### config.mk
export PLATFORM = sky130hd
export DESIGN_NAME = tlp_action_arb
export DESIGN_NICKNAME = d
export VERILOG_FILES = /design/src/rtl/tlp_action_arb.sv
export SDC_FILE = /design/constraint.sdc
export NUM_CORES = 1
export LEC_CHECK = 0
export ABC_AREA = 0
export ABC_CLOCK_PERIOD_IN_PS = 4059
export BUFFER_PORTS_ARGS = -buffer_cell sky130_fd_sc_hd__buf_2
export CAP_MARGIN = 20
export CORE_MARGIN = 1
export CORE_UTILIZATION = 46
export CTS_CLUSTER_DIAMETER = 150
export DETAILED_ROUTE_END_ITERATION = 10
export GPL_ROUTABILITY_DRIVEN = 0
export PLACE_DENSITY_LB_ADDON = 0.25
export RECOVER_POWER = 50
export SETUP_SLACK_MARGIN = 0.2
export SYNTH_ARGS = -nofsm -noshare
export SYNTH_HDL_FRONTEND = slang
export SYNTH_SLANG_ARGS = --single-unit
### constraint.sdc
create_clock -name pcieClk_in -period 4.06 [get_ports pcieClk_in]
set_clock_uncertainty 0.1 [all_clocks]
set_input_delay 0.812 -clock pcieClk_in [delete_from_list [all_inputs] [get_ports pcieClk_in]]
set_output_delay 0.812 -clock pcieClk_in [all_outputs]
set_load 0.02 [all_outputs]
### src/rtl/tlp_action_arb.sv
// Action merger feeding tlp_send: buffers register actions from tlp_recv in a
// small FIFO and round-robins them against multi-beat DMA bursts. DMA bursts
// lock the channel until their last beat; overflow and over-length bursts are
// reported through sticky flags.

package tlp_xcvr_pkg;

  typedef struct packed {
    logic [1:0]  kind;
    logic [29:0] addr;
    logic [31:0] data;
  } Action;

endpackage

module tlp_action_arb #(
  parameter int FIFO_DEPTH = 4,
  parameter int MAX_BURST  = 16
) (
  input  logic                              pcieClk_in,
  input  logic                              reset_in,
  input  tlp_xcvr_pkg::Action               recvData_in,
  input  logic                              recvValid_in,
  input  tlp_xcvr_pkg::Action               dmaData_in,
  input  logic                              dmaValid_in,
  input  logic                              dmaLast_in,
  output logic                              dmaReady_out,
  output tlp_xcvr_pkg::Action               actData_out,
  output logic                              actValid_out,
  input  logic                              actReady_in,
  output logic [$clog2(FIFO_DEPTH+1)-1:0]   fifoLevel_out,
  output logic                              overflow_out,
  output logic                              burstErr_out
);

  localparam int PTR_W = $clog2(FIFO_DEPTH);
  localparam int LVL_W = $clog2(FIFO_DEPTH + 1);
  localparam logic [7:0] BURST_LIMIT = 8'(MAX_BURST - 1);

  typedef enum logic [1:0] {
    S_OPEN,
    S_HOLD,
    S_DMA
  } state_t;

  typedef enum logic {
    SRC_RECV,
    SRC_DMA
  } src_t;

  tlp_xcvr_pkg::Action fifo_mem [FIFO_DEPTH];
  logic [PTR_W-1:0]    wr_ptr;
  logic [PTR_W-1:0]    rd_ptr;
  logic [LVL_W-1:0]    level;
  logic                fifo_full;
  logic                recv_pending;
  logic                push_ok;
  logic                recv_pop;
  logic                dma_xfer;
  logic                act_valid;

  state_t              state;
  state_t              state_next;
  src_t                grant;
  src_t                held_grant;
  src_t                held_grant_next;
  src_t                last_grant;
  src_t                last_grant_next;

  logic [7:0]          beat_count;
  logic                overflow;
  logic                burst_err;

  assign recv_pending = (level != '0);
  assign fifo_full    = (level == LVL_W'(FIFO_DEPTH));

  // Pick the granted source and drive the merged channel from it.
  always_comb begin
    grant = SRC_DMA;
    case (state)
      S_OPEN: begin
        if (recv_pending && (!dmaValid_in || last_grant == SRC_DMA)) begin
          grant = SRC_RECV;
        end
      end
      S_HOLD:  grant = held_grant;
      S_DMA:   grant = SRC_DMA;
      default: grant = SRC_DMA;
    endcase

    act_valid = 1'b0;
    if (!reset_in) begin
      act_valid = (grant == SRC_RECV) ? recv_pending : dmaValid_in;
    end

    recv_pop = act_valid && actReady_in && (grant == SRC_RECV);
    dma_xfer = act_valid && actReady_in && (grant == SRC_DMA);
    push_ok  = !reset_in && recvValid_in && (!fifo_full || recv_pop);

    actValid_out = act_valid;
    dmaReady_out = actReady_in && (grant == SRC_DMA) && !reset_in;
    actData_out  = 'x;
    if (act_valid) begin
      actData_out = (grant == SRC_RECV) ? fifo_mem[rd_ptr] : dmaData_in;
    end
  end

  // Decide the next arbitration state from this cycle's offer and handshake.
  always_comb begin
    state_next      = state;
    held_grant_next = held_grant;
    last_grant_next = last_grant;
    if (recv_pop) begin
      state_next      = S_OPEN;
      last_grant_next = SRC_RECV;
    end else if (dma_xfer) begin
      if (dmaLast_in) begin
        state_next      = S_OPEN;
        last_grant_next = SRC_DMA;
      end else begin
        state_next = S_DMA;
      end
    end else if (act_valid && state == S_OPEN) begin
      state_next      = S_HOLD;
      held_grant_next = grant;
    end
  end

  // Arbitration state register; after reset the recv side wins the first tie.
  always_ff @(posedge pcieClk_in) begin
    if (reset_in) begin
      state      <= S_OPEN;
      held_grant <= SRC_DMA;
      last_grant <= SRC_DMA;
    end else begin
      state      <= state_next;
      held_grant <= held_grant_next;
      last_grant <= last_grant_next;
    end
  end

  // FIFO storage; an entry is only written when there is room for it.
  always_ff @(posedge pcieClk_in) begin
    if (push_ok) begin
      fifo_mem[wr_ptr] <= recvData_in;
    end
  end

  // FIFO pointers, occupancy and the sticky drop flag.
  always_ff @(posedge pcieClk_in) begin
    if (reset_in) begin
      wr_ptr   <= '0;
      rd_ptr   <= '0;
      level    <= '0;
      overflow <= 1'b0;
    end else begin
      if (push_ok) begin
        wr_ptr <= wr_ptr + PTR_W'(1);
      end
      if (recv_pop) begin
        rd_ptr <= rd_ptr + PTR_W'(1);
      end
      if (push_ok && !recv_pop) begin
        level <= level + LVL_W'(1);
      end else if (!push_ok && recv_pop) begin
        level <= level - LVL_W'(1);
      end
      if (recvValid_in && fifo_full && !recv_pop) begin
        overflow <= 1'b1;
      end
    end
  end

  // Count DMA beats within a burst and flag bursts that run past the limit.
  always_ff @(posedge pcieClk_in) begin
    if (reset_in) begin
      beat_count <= '0;
      burst_err  <= 1'b0;
    end else if (dma_xfer) begin
      if (!dmaLast_in && beat_count == BURST_LIMIT) begin
        burst_err <= 1'b1;
      end
      if (dmaLast_in) begin
        beat_count <= '0;
      end else if (beat_count != 8'hFF) begin
        beat_count <= beat_count + 8'd1;
      end
    end
  end

  assign fifoLevel_out = level;
  assign overflow_out  = overflow;
  assign burstErr_out  = burst_err;

endmodule

==> results of run 1 <==
-- cells in the final DEF, fill, tap and decap left out, types with 2 or more instances in the layout --
cell,instances
nand2_1,197
buf_2,135
nand4b_1,2
inv_1,7
clkinv_2,3
nor2_1,15
mux4_2,64
o21ai_0,6
clkinv_1,2
clkbuf_8,3
buf_12,8
xor2_1,2
nor3b_1,4
a21boi_0,2
dfxtp_1,21
nand3_1,2
edfxtp_1,256
o31ai_1,7
buf_4,7
clkbuf_1,78
nand4_1,3
nand2b_1,2
nor3_1,3
mux2i_1,2
dfxtp_4,2
ha_1,6
a31oi_1,2
a21oi_1,15
or4_1,6
clkbuf_16,29
and2_4,3
or3_2,3
clkinvlp_4,3
-- per-layer routing --
metal  track usage (%)  share of wire (%)  up-vias
met5                 0                  0        -
met4             5.026                1.9        0
met3             2.482                4.7       30
met2             30.38                 51      143
met1             23.14                 42     3176
li1                  -                  -     3056
-- final cells by class --
cell class / instances / area share [%]
tap: 324 / 2.985
timing repair buffer: 219 / 8.449
multi-input combinational: 370 / 21.86
clock inverter: 9 / 0.5528
inverter: 7 / 0.1935
sequential: 279 / 60.06
clock buffer: 41 / 5.897
-- logic make-up after synthesis --
| family | share of synthesized area, % |
|---|---|
| flops | 71.99 |
| simple gates | 9.783 |
| mux | 13.11 |
| buf+inv | 1.603 |
| compound gates | 2.443 |
| fa+ha+maj | 0.8401 |
| xor+xnor | 0.2322 |
-- per-stage QoR --
step	cells	setup WS, ns
floorplan	688	0.3882
global placement	1199	0.7418
detailed placement	1199	0.6769
CTS	1249	0.5708
global route	1249	0.2546
finish	1249	0.5753
-- worst min-delay path by stage --
stage / startpoint / endpoint / slack (ns) / depth (start not counted)
CTS: burstErr_out$_SDFFE_PP0P_ / burstErr_out$_SDFFE_PP0P_ / 0.35 / 2
finish: burstErr_out$_SDFFE_PP0P_ / burstErr_out$_SDFFE_PP0P_ / 0.35 / 2
global route: burstErr_out$_SDFFE_PP0P_ / burstErr_out$_SDFFE_PP0P_ / 0.39 / 2
floorplan: beat_count[1]$_SDFFE_PP0P_ / beat_count[1]$_SDFFE_PP0P_ / 0.36 / 2
detailed placement: burstErr_out$_SDFFE_PP0P_ / burstErr_out$_SDFFE_PP0P_ / 0.34 / 2
global placement: burstErr_out$_SDFFE_PP0P_ / burstErr_out$_SDFFE_PP0P_ / 0.33 / 2
-- critical path, stage by stage (launching register included) --
cell,delay (ns)
dfxtp_1,0.51
or3_2,0.21
nand4_1,0.28
a21oi_1,0.50
and2_1,1.17
buf_4,0.39
-- power breakdown --
part / switching, mW / leakage (nW) / internal (mW)
Combinational: 1.20 / 1.90 / 0.668
Sequential: 0.0831 / 2.51 / 3.30
Clock: 1.00 / 0.419 / 1.42
-- registers in the layout, indices dropped and copies added (netlist names), named ones only --
signal	cells
rd_ptr	2
beat_count	8
overflow_out	1
burstErr_out	1
fifo_mem	256
held_grant	1
state	2
wr_ptr	2
last_grant	1
fifoLevel_out	3
==> impl_metrics.json, run 1 <==
{
  "rsz0062_at_grt": "false",
  "io_pins": 205,
  "reg2reg_depth": 5,
  "post-dp-hpwl_um": 13520,
  "path_clk_slew_ns": 0.06,
  "synth-edff-count": 256,
  "cts_tree": "done",
  "worstMarginPinSlew_ns": 1.445,
  "clockBufferDepth": 3,
  "post-cts-setup-buffer-count": 0,
  "async_reset_ff_share_pct": 0,
  "cts_resized": 0,
  "arrival_ns": 3.60,
  "fillers": 1998,
  "slew_headroom_pct": 3.644,
  "die_width_um": 158.9,
  "hold_buffers": 0,
  "seqCellArea_mm2": 0.008155,
  "synth_area_mm2": 0.01132,
  "area_growth_syn_to_layout_pct": 19.98,
  "vias_per_cell": 5.128,
  "crit_type": "register to register",
  "hold_slack_ns": 0.3470,
  "synth.top_cell.area_share_pct": 67.92,
  "antenna_found_initial": 0,
  "multi_input_area_mm2": 0.002969,
  "synth_top_area_cell": "edfxtp_1",
  "worstReg2RegEnd": "fifo_mem[3][8]$_DFFE_PP_",
  "utilization_pct": 56.00,
  "dieArea_mm2": 0.02524,
  "r2r_setup_slack_ns": 0.58,
  "vias": 6405,
  "max_freq_mhz": 287.0,
  "wirelength_um": 21860,
  "synth_commonest_cells": "edfxtp_1 (256), nand2_1 (197), mux4_2 (64)",
  "start_util_pct": 46.68,
  "synth-seq-cells": 279,
  "powerDensity_mw_per_mm2": 565.4,
  "synthCells": 688,
  "ys_warn_count": 0,
  "total_power_mw": 7.678,
  "netlist_top_cells_area": "edfxtp_1 (68%), mux4_2 (13%), nand2_1 (6.5%), dfxtp_1 (4.1%), buf_2 (0.80%)",
  "drt_iter0_drc": 464,
  "crit_end": "fifo_mem[3][8]$_DFFE_PP_",
  "worstSetupStartpointType": "register",
  "setup_violations": 0,
  "min_path_type": "register to register",
  "port_buffers": 204,
  "hold_viol": 0,
  "avgSynthCellArea_um2": 16.45,
  "drv_cap": 0,
  "drtPass1Iterations": 5,
  "cts_buffers": 29,
  "startpoint": "fifoLevel_out[0]$_SDFFE_PP0P_",
  "cts_root_buf": "clkbuf_16",
  "final_area_mm2": 0.01358,
  "post-route-period-util_pct": 85.83,
  "synth_cell_types": 55,
  "worstReg2RegStart": "fifoLevel_out[0]$_SDFFE_PP0P_",
  "core-area_mm2": 0.02425,
  "drive_gt1_share_pct": 28.97,
  "irDropWorstVdd_mv": 0.6295,
  "insertion_delay_ns": 0.52,
  "grt_max_degree": 78,
  "finalSetupTns_ns": 0,
  "row_count": 57,
  "htreeDepth": 1,
  "wl_per_cell_um": 17.50,
  "placed_area_mm2": 0.01282,
  "antenna_cells": 0,
  "crit_fanout": 26,
  "nets": 1047,
  "fp.dieH_um": 158.9,
  "grt_pass1_wl_um": 34840,
  "grt_pass1_vias": 6525,
  "ys.flop_type": "edfxtp_1",
  "crit_required_ns": 4.17,
  "route.detailed.drc": 0,
  "syn_nets": 829,
  "grt_overflow": 0,
  "end_kind": "register",
  "grt_use_total_pct": 17.54,
  "status": "completed",
  "synth_most_common_cell": "edfxtp_1",
  "leakage_nw": 4.829,
  "min_period_ns": 3.485,
  "numClockSinks": 279,
  "ant_nets": 0,
  "ys_seq_area_share_pct": 71.99,
  "drv_slew": 0
}
Note: power is estimated with default switching activity, not from simulation.
==> run 2, diff against run 1 <==
--- a/config.mk
+++ b/config.mk
@@ -10,7 +10,7 @@
 export BUFFER_PORTS_ARGS = -buffer_cell sky130_fd_sc_hd__buf_2
 export CAP_MARGIN = 20
 export CORE_MARGIN = 1
-export CORE_UTILIZATION = 46
+export CORE_UTILIZATION = 55
 export CTS_CLUSTER_DIAMETER = 150
 export DETAILED_ROUTE_END_ITERATION = 10
 export GPL_ROUTABILITY_DRIVEN = 0
==> impl_metrics.json, run 2 (synthesized netlist as in run 1, its figures left out) <==
{
  "hold_viol": 0,
  "utilization_pct": 66.79,
  "total_power_mw": 7.750,
  "max_freq_mhz": 289.9,
  "slew_headroom_pct": 14.50,
  "area_growth_syn_to_layout_pct": 19.41,
  "insertion_delay_ns": 0.52,
  "nets": 1046,
  "vias_per_cell": 5.386,
  "die_width_um": 145.5,
  "end_kind": "output pin",
  "layout_commonest_cell": "edfxtp_1",
  "power.switching_mw": 2.288,
  "dieArea_mm2": 0.02116,
  "multi_input_area_mm2": 0.002944,
  "finalSetupTns_ns": 0,
  "leakage_nw": 4.839,
  "post-dp-hpwl_um": 13440,
  "power.share.clock_pct": 32.3,
  "min_period_ns": 3.449,
  "crit_required_ns": 3.15,
  "fillers": 1430,
  "drive_gt1_share_pct": 28.97,
  "fp.dieH_um": 145.5,
  "grt_max_degree": 65,
  "slowest_stage": "o311ai_0",
  "post-cts-setup-buffer-count": 0,
  "setup_violations": 0,
  "cts_tree": "done",
  "wirelength_um": 21680,
  "seqCellArea_mm2": 0.008153,
  "grt_pass1_vias": 6492,
  "p_sw_share_pct": 29.53,
  "p_int_mw": 5.462,
  "start_util_pct": 55.94,
  "core-area_mm2": 0.02023,
  "row_count": 52,
  "top_register": "fifo_mem",
  "irDropWorstVdd_mv": 0.3704,
  "powerDensity_mw_per_mm2": 573.4,
  "numClockSinks": 279,
  "drv_cap": 0,
  "layout_common_cells": "edfxtp_1 (256), nand2_1 (197), buf_2 (136)",
  "io_pins": 205,
  "grt_use_total_pct": 20.60,
  "port_buffers": 204,
  "hold_slack_ns": 0.3688,
  "rsz0062_at_grt": "false",
  "ant_nets": 0,
  "cts_resized": 0,
  "hold_buffers": 0,
  "wl_per_cell_um": 18.10,
  "route.detailed.drc": 0,
  "cts_root_buf": "clkbuf_16",
  "htreeDepth": 1,
  "grt_overflow": 0,
  "path_clk_slew_ns": 0.06,
  "grt_pass1_wl_um": 33670,
  "worstSetupStartpointType": "register",
  "clockBufferDepth": 3,
  "drtPass1Iterations": 4,
  "crit_type": "register to output pin",
  "slowest_delay_ns": 1.04,
  "drt_iter0_drc": 393,
  "cts_buffers": 27,
  "seqPwrFrac_pct": 43.4,
  "vias": 6453,
  "crit_fanout": 7,
  "p_comb_share_pct": 24.3,
  "post-route-period-util_pct": 84.96,
  "status": "completed",
  "cp_cell_sequence": "or2_0 -> o311ai_0 -> inv_1 -> buf_2",
  "largest_reg_flops": 256,
  "drv_slew": 0,
  "min_path_type": "register to register",
  "arrival_ns": 2.54,
  "worstMarginPinSlew_ns": 1.266,
  "antenna_found_initial": 3
}
==> run 2: metrics by stage <==
step	cells	worst slack [ns]	instance area (µm²)
global placement	1146	0.7382	12740
global route	1198	0.3799	13520
floorplan	688	0.3882	11320
finish	1198	0.6107	13520
CTS	1195	0.5700	13650
detailed placement	1146	0.6952	12740
==> run 2: cell type report <==
class	instances	share of cell area, %
diodes	3	0.05555
clock buffers	37	5.647
clock inverters	12	1.037
inverters	7	0.1944
multi-input cells	370	21.78
flip-flops and latches	279	60.32
well taps	270	2.500
repair buffers	220	8.461
==> run 2: per-layer routing <==
| layer | global-route usage (%) | vias up | part of all wire [%] | wire [µm] |
|---|---|---|---|---|
| met5 | 0 | - | 0 | 0 |
| met4 | 7.421 | 0 | 2.7 | 578 |
| met3 | 4.075 | 43 | 6.2 | 1343 |
| met2 | 35.22 | 185 | 50 | 10780 |
| met1 | 26.43 | 3164 | 41 | 8976 |
| li1 | - | 3061 | - | - |
==> run 2: path summary, 6_finish.rpt <==
path              cells past startpoint  slack, ns                          start                   endpoint
hold reg to reg                       2       0.37      burstErr_out$_SDFFE_PP0P_  burstErr_out$_SDFFE_PP0P_
setup / recovery                      4       0.61          state[1]$_SDFFE_PP0P_               dmaReady_out
hold / removal                        2       0.37      burstErr_out$_SDFFE_PP0P_  burstErr_out$_SDFFE_PP0P_
setup reg to reg                      5       0.72  fifoLevel_out[0]$_SDFFE_PP0P_  fifo_mem[2][23]$_DFFE_PP_
==> run 2: critical path, delay by kind of cell (launching register included) <==
family	cells	cell delay (ns)
simple gates	1	0.30
buf+inv	2	0.31
compound gates	1	1.04
flops	1	0.37
==> run 2: power groups by stage <==
stage               combinational (mW)  sequential [mW]  clock (mW)
detailed placement                1.95             3.42           0
CTS                               1.96             3.36        2.54
floorplan                         1.31             3.42           0
global route                      2.07             3.37        2.65
finish                            1.88             3.36        2.50
global placement                  1.93             3.42           0
==> run 3, diff against run 2 <==
--- a/config.mk
+++ b/config.mk
@@ -6,7 +6,7 @@
 export NUM_CORES = 1
 export LEC_CHECK = 0
 export ABC_AREA = 0
-export ABC_CLOCK_PERIOD_IN_PS = 4059
+export ABC_CLOCK_PERIOD_IN_PS = 3450
 export BUFFER_PORTS_ARGS = -buffer_cell sky130_fd_sc_hd__buf_2
 export CAP_MARGIN = 20
 export CORE_MARGIN = 1
==> constraint.sdc (replaced) <==
create_clock -name pcieClk_in -period 3.45 [get_ports pcieClk_in]
set_clock_uncertainty 0.1 [all_clocks]
set_input_delay 0.69 -clock pcieClk_in [delete_from_list [all_inputs] [get_ports pcieClk_in]]
set_output_delay 0.69 -clock pcieClk_in [all_outputs]
set_load 0.02 [all_outputs]
==> impl_metrics.json, run 3 (synthesized netlist as in run 1, its figures left out) <==
{
  "p_int_mw": 6.665,
  "grt_max_degree": 65,
  "max_freq_mhz": 326.3,
  "crit_required_ns": 2.66,
  "crit_fanout": 43,
  "min_period_ns": 3.065,
  "dieArea_mm2": 0.02116,
  "final_cells": 1208,
  "grt_use_total_pct": 20.67,
  "leakage_nw": 4.955,
  "hold_buffers": 0,
  "power.share.clock_pct": 32.9,
  "end_kind": "output pin",
  "setup_violations": 0,
  "multi_input_area_mm2": 0.002990,
  "post-dp-hpwl_um": 13660,
  "holdPathEnd": "fifo_mem[3][60]$_DFFE_PP_",
  "final_area_mm2": 0.01374,
  "port_buffers": 204,
  "insertion_delay_ns": 0.53,
  "nets": 1058,
  "powerDensity_mw_per_mm2": 684.5,
  "fp.dieH_um": 145.5,
  "path_clk_slew_ns": 0.06,
  "ant_nets": 0,
  "core-area_mm2": 0.02023,
  "reg2reg_depth": 6,
  "post-route-period-util_pct": 88.83,
  "p_sw_share_pct": 29.14,
  "area_growth_syn_to_layout_pct": 21.41,
  "cts_root_buf": "clkbuf_16",
  "antenna_found_initial": 0,
  "clockBufferDepth": 3,
  "drive_gt1_share_pct": 29.96,
  "worstReg2RegStart": "fifoLevel_out[0]$_SDFFE_PP0P_",
  "drtPass1Iterations": 5,
  "die_width_um": 145.5,
  "route.detailed.drc": 0,
  "top_register": "fifo_mem",
  "worstMarginPinSlew_ns": 1.009,
  "min_from": "recvData_in[60]",
  "p_comb_share_pct": 24.9,
  "wirelength_um": 21870,
  "cts_buffers": 28,
  "numClockSinks": 279,
  "crit_type": "register to output pin",
  "largest_reg_flops": 256,
  "io_pins": 205,
  "row_count": 52,
  "fillers": 1395,
  "r2r_setup_slack_ns": 0.46,
  "finalSetupTns_ns": 0,
  "antenna_cells": 0,
  "worstReg2RegEnd": "fifo_mem[3][34]$_DFFE_PP_",
  "layout_common_cells": "edfxtp_1 (256), nand2_1 (197), buf_2 (136)",
  "slew_headroom_pct": 32.76,
  "grt_pass1_vias": 6430,
  "placed_cells": 1151,
  "grt_overflow": 0,
  "start_util_pct": 55.94,
  "cts_tree": "done",
  "layout_commonest_cell": "edfxtp_1",
  "min_path_type": "primary input to register",
  "seqPwrFrac_pct": 42.1,
  "drv_slew": 0,
  "wl_per_cell_um": 18.10,
  "power.switching_mw": 2.740,
  "seqCellArea_mm2": 0.008155,
  "htreeDepth": 1,
  "hold_depth": 1,
  "total_power_mw": 9.406,
  "hold_viol": 0,
  "arrival_ns": 2.27,
  "utilization_pct": 67.91,
  "irDropWorstVdd_mv": 0.4641,
  "drt_iter0_drc": 288,
  "placed_area_mm2": 0.01285,
  "worstSetupStartpointType": "register",
  "vias": 6540,
  "drv_cap": 0,
  "grt_pass1_wl_um": 33770,
  "status": "completed",
  "rsz0062_at_grt": "false",
  "vias_per_cell": 5.414
}
run 3: changes by cell type in the layout (fill, tap and decap cells not counted), sizes merged:
cell / before / now
buf: 152 / 162
diode: 3 / 0
clkinv: 7 / 4
clkinvlp: 2 / 1
clkbuf: 105 / 111
bufinv: 3 / 4
run 3: power by group through the flow:
stage | combinational [mW] | sequential [mW] | clock [mW]
6_report | 2.35 | 3.96 | 3.10
3_5_place_dp | 2.35 | 4.05 | 0
3_3_place_gp | 2.32 | 4.04 | 0
4_1_cts | 2.37 | 3.97 | 3.17
5_1_grt | 2.56 | 3.98 | 3.29
2_1_floorplan | 1.54 | 4.02 | 0
run 3: how the worst max path moves through the flow:
stage                             startpoint                       endpoint  slack (ns)
2_1_floorplan                    dmaValid_in  fifoLevel_out[2]$_SDFFE_PP0P_        0.52
3_3_place_gp                     actReady_in  fifoLevel_out[2]$_SDFFE_PP0P_        0.41
3_5_place_dp                     actReady_in  fifoLevel_out[2]$_SDFFE_PP0P_        0.30
4_1_cts                             register                 actData_out[0]        0.24
5_1_grt        fifoLevel_out[0]$_SDFFE_PP0P_      fifo_mem[3][34]$_DFFE_PP_        0.15
6_report               state[1]$_SDFFE_PP0P_                actData_out[14]        0.39
run 3: area by class of cell:
| cell class | count | area share (%) |
|---|---|---|
| Clock buffer | 42 | 5.864 |
| Inverter | 7 | 0.1912 |
| Timing Repair Buffer | 231 | 9.314 |
| Multi-Input combinational cell | 370 | 21.76 |
| Sequential cell | 279 | 59.35 |
| Tap cell | 270 | 2.458 |
| Clock inverter | 9 | 1.065 |
run 3: layer usage:
layer | vias to the layer above | global-route usage [%] | wire length, µm
met3 | 41 | 4.138 | 1414
li1 | 3094 | - | -
met4 | 0 | 6.632 | 495
met5 | - | 0 | 0
met2 | 214 | 35.17 | 11160
met1 | 3191 | 27.01 | 8800
run 3: worst max-delay path, cell delays in order, from the launching register on:
cell and delay [ns]:
dfxtp_1 0.37, or2_0 0.38, o31ai_4 0.33, buf_12 0.27, nand2_1 0.07, nand2_1 0.12, buf_2 0.18
run 3: per-stage QoR:
step | hold WS, ns | setup slack, ns
floorplan | 0.3609 | 0.5169
global placement | 0.3329 | 0.4075
detailed placement | 0.3404 | 0.3031
CTS | 0.2411 | 0.2429
global route | 0.3010 | 0.1548
finish | 0.3007 | 0.3852
run 3: repair_timing:
item | in CTS | in global routing
gates resized for setup | 0 | 2
setup endpoints to repair | 0 | 55
setup buffers | 0 | 6
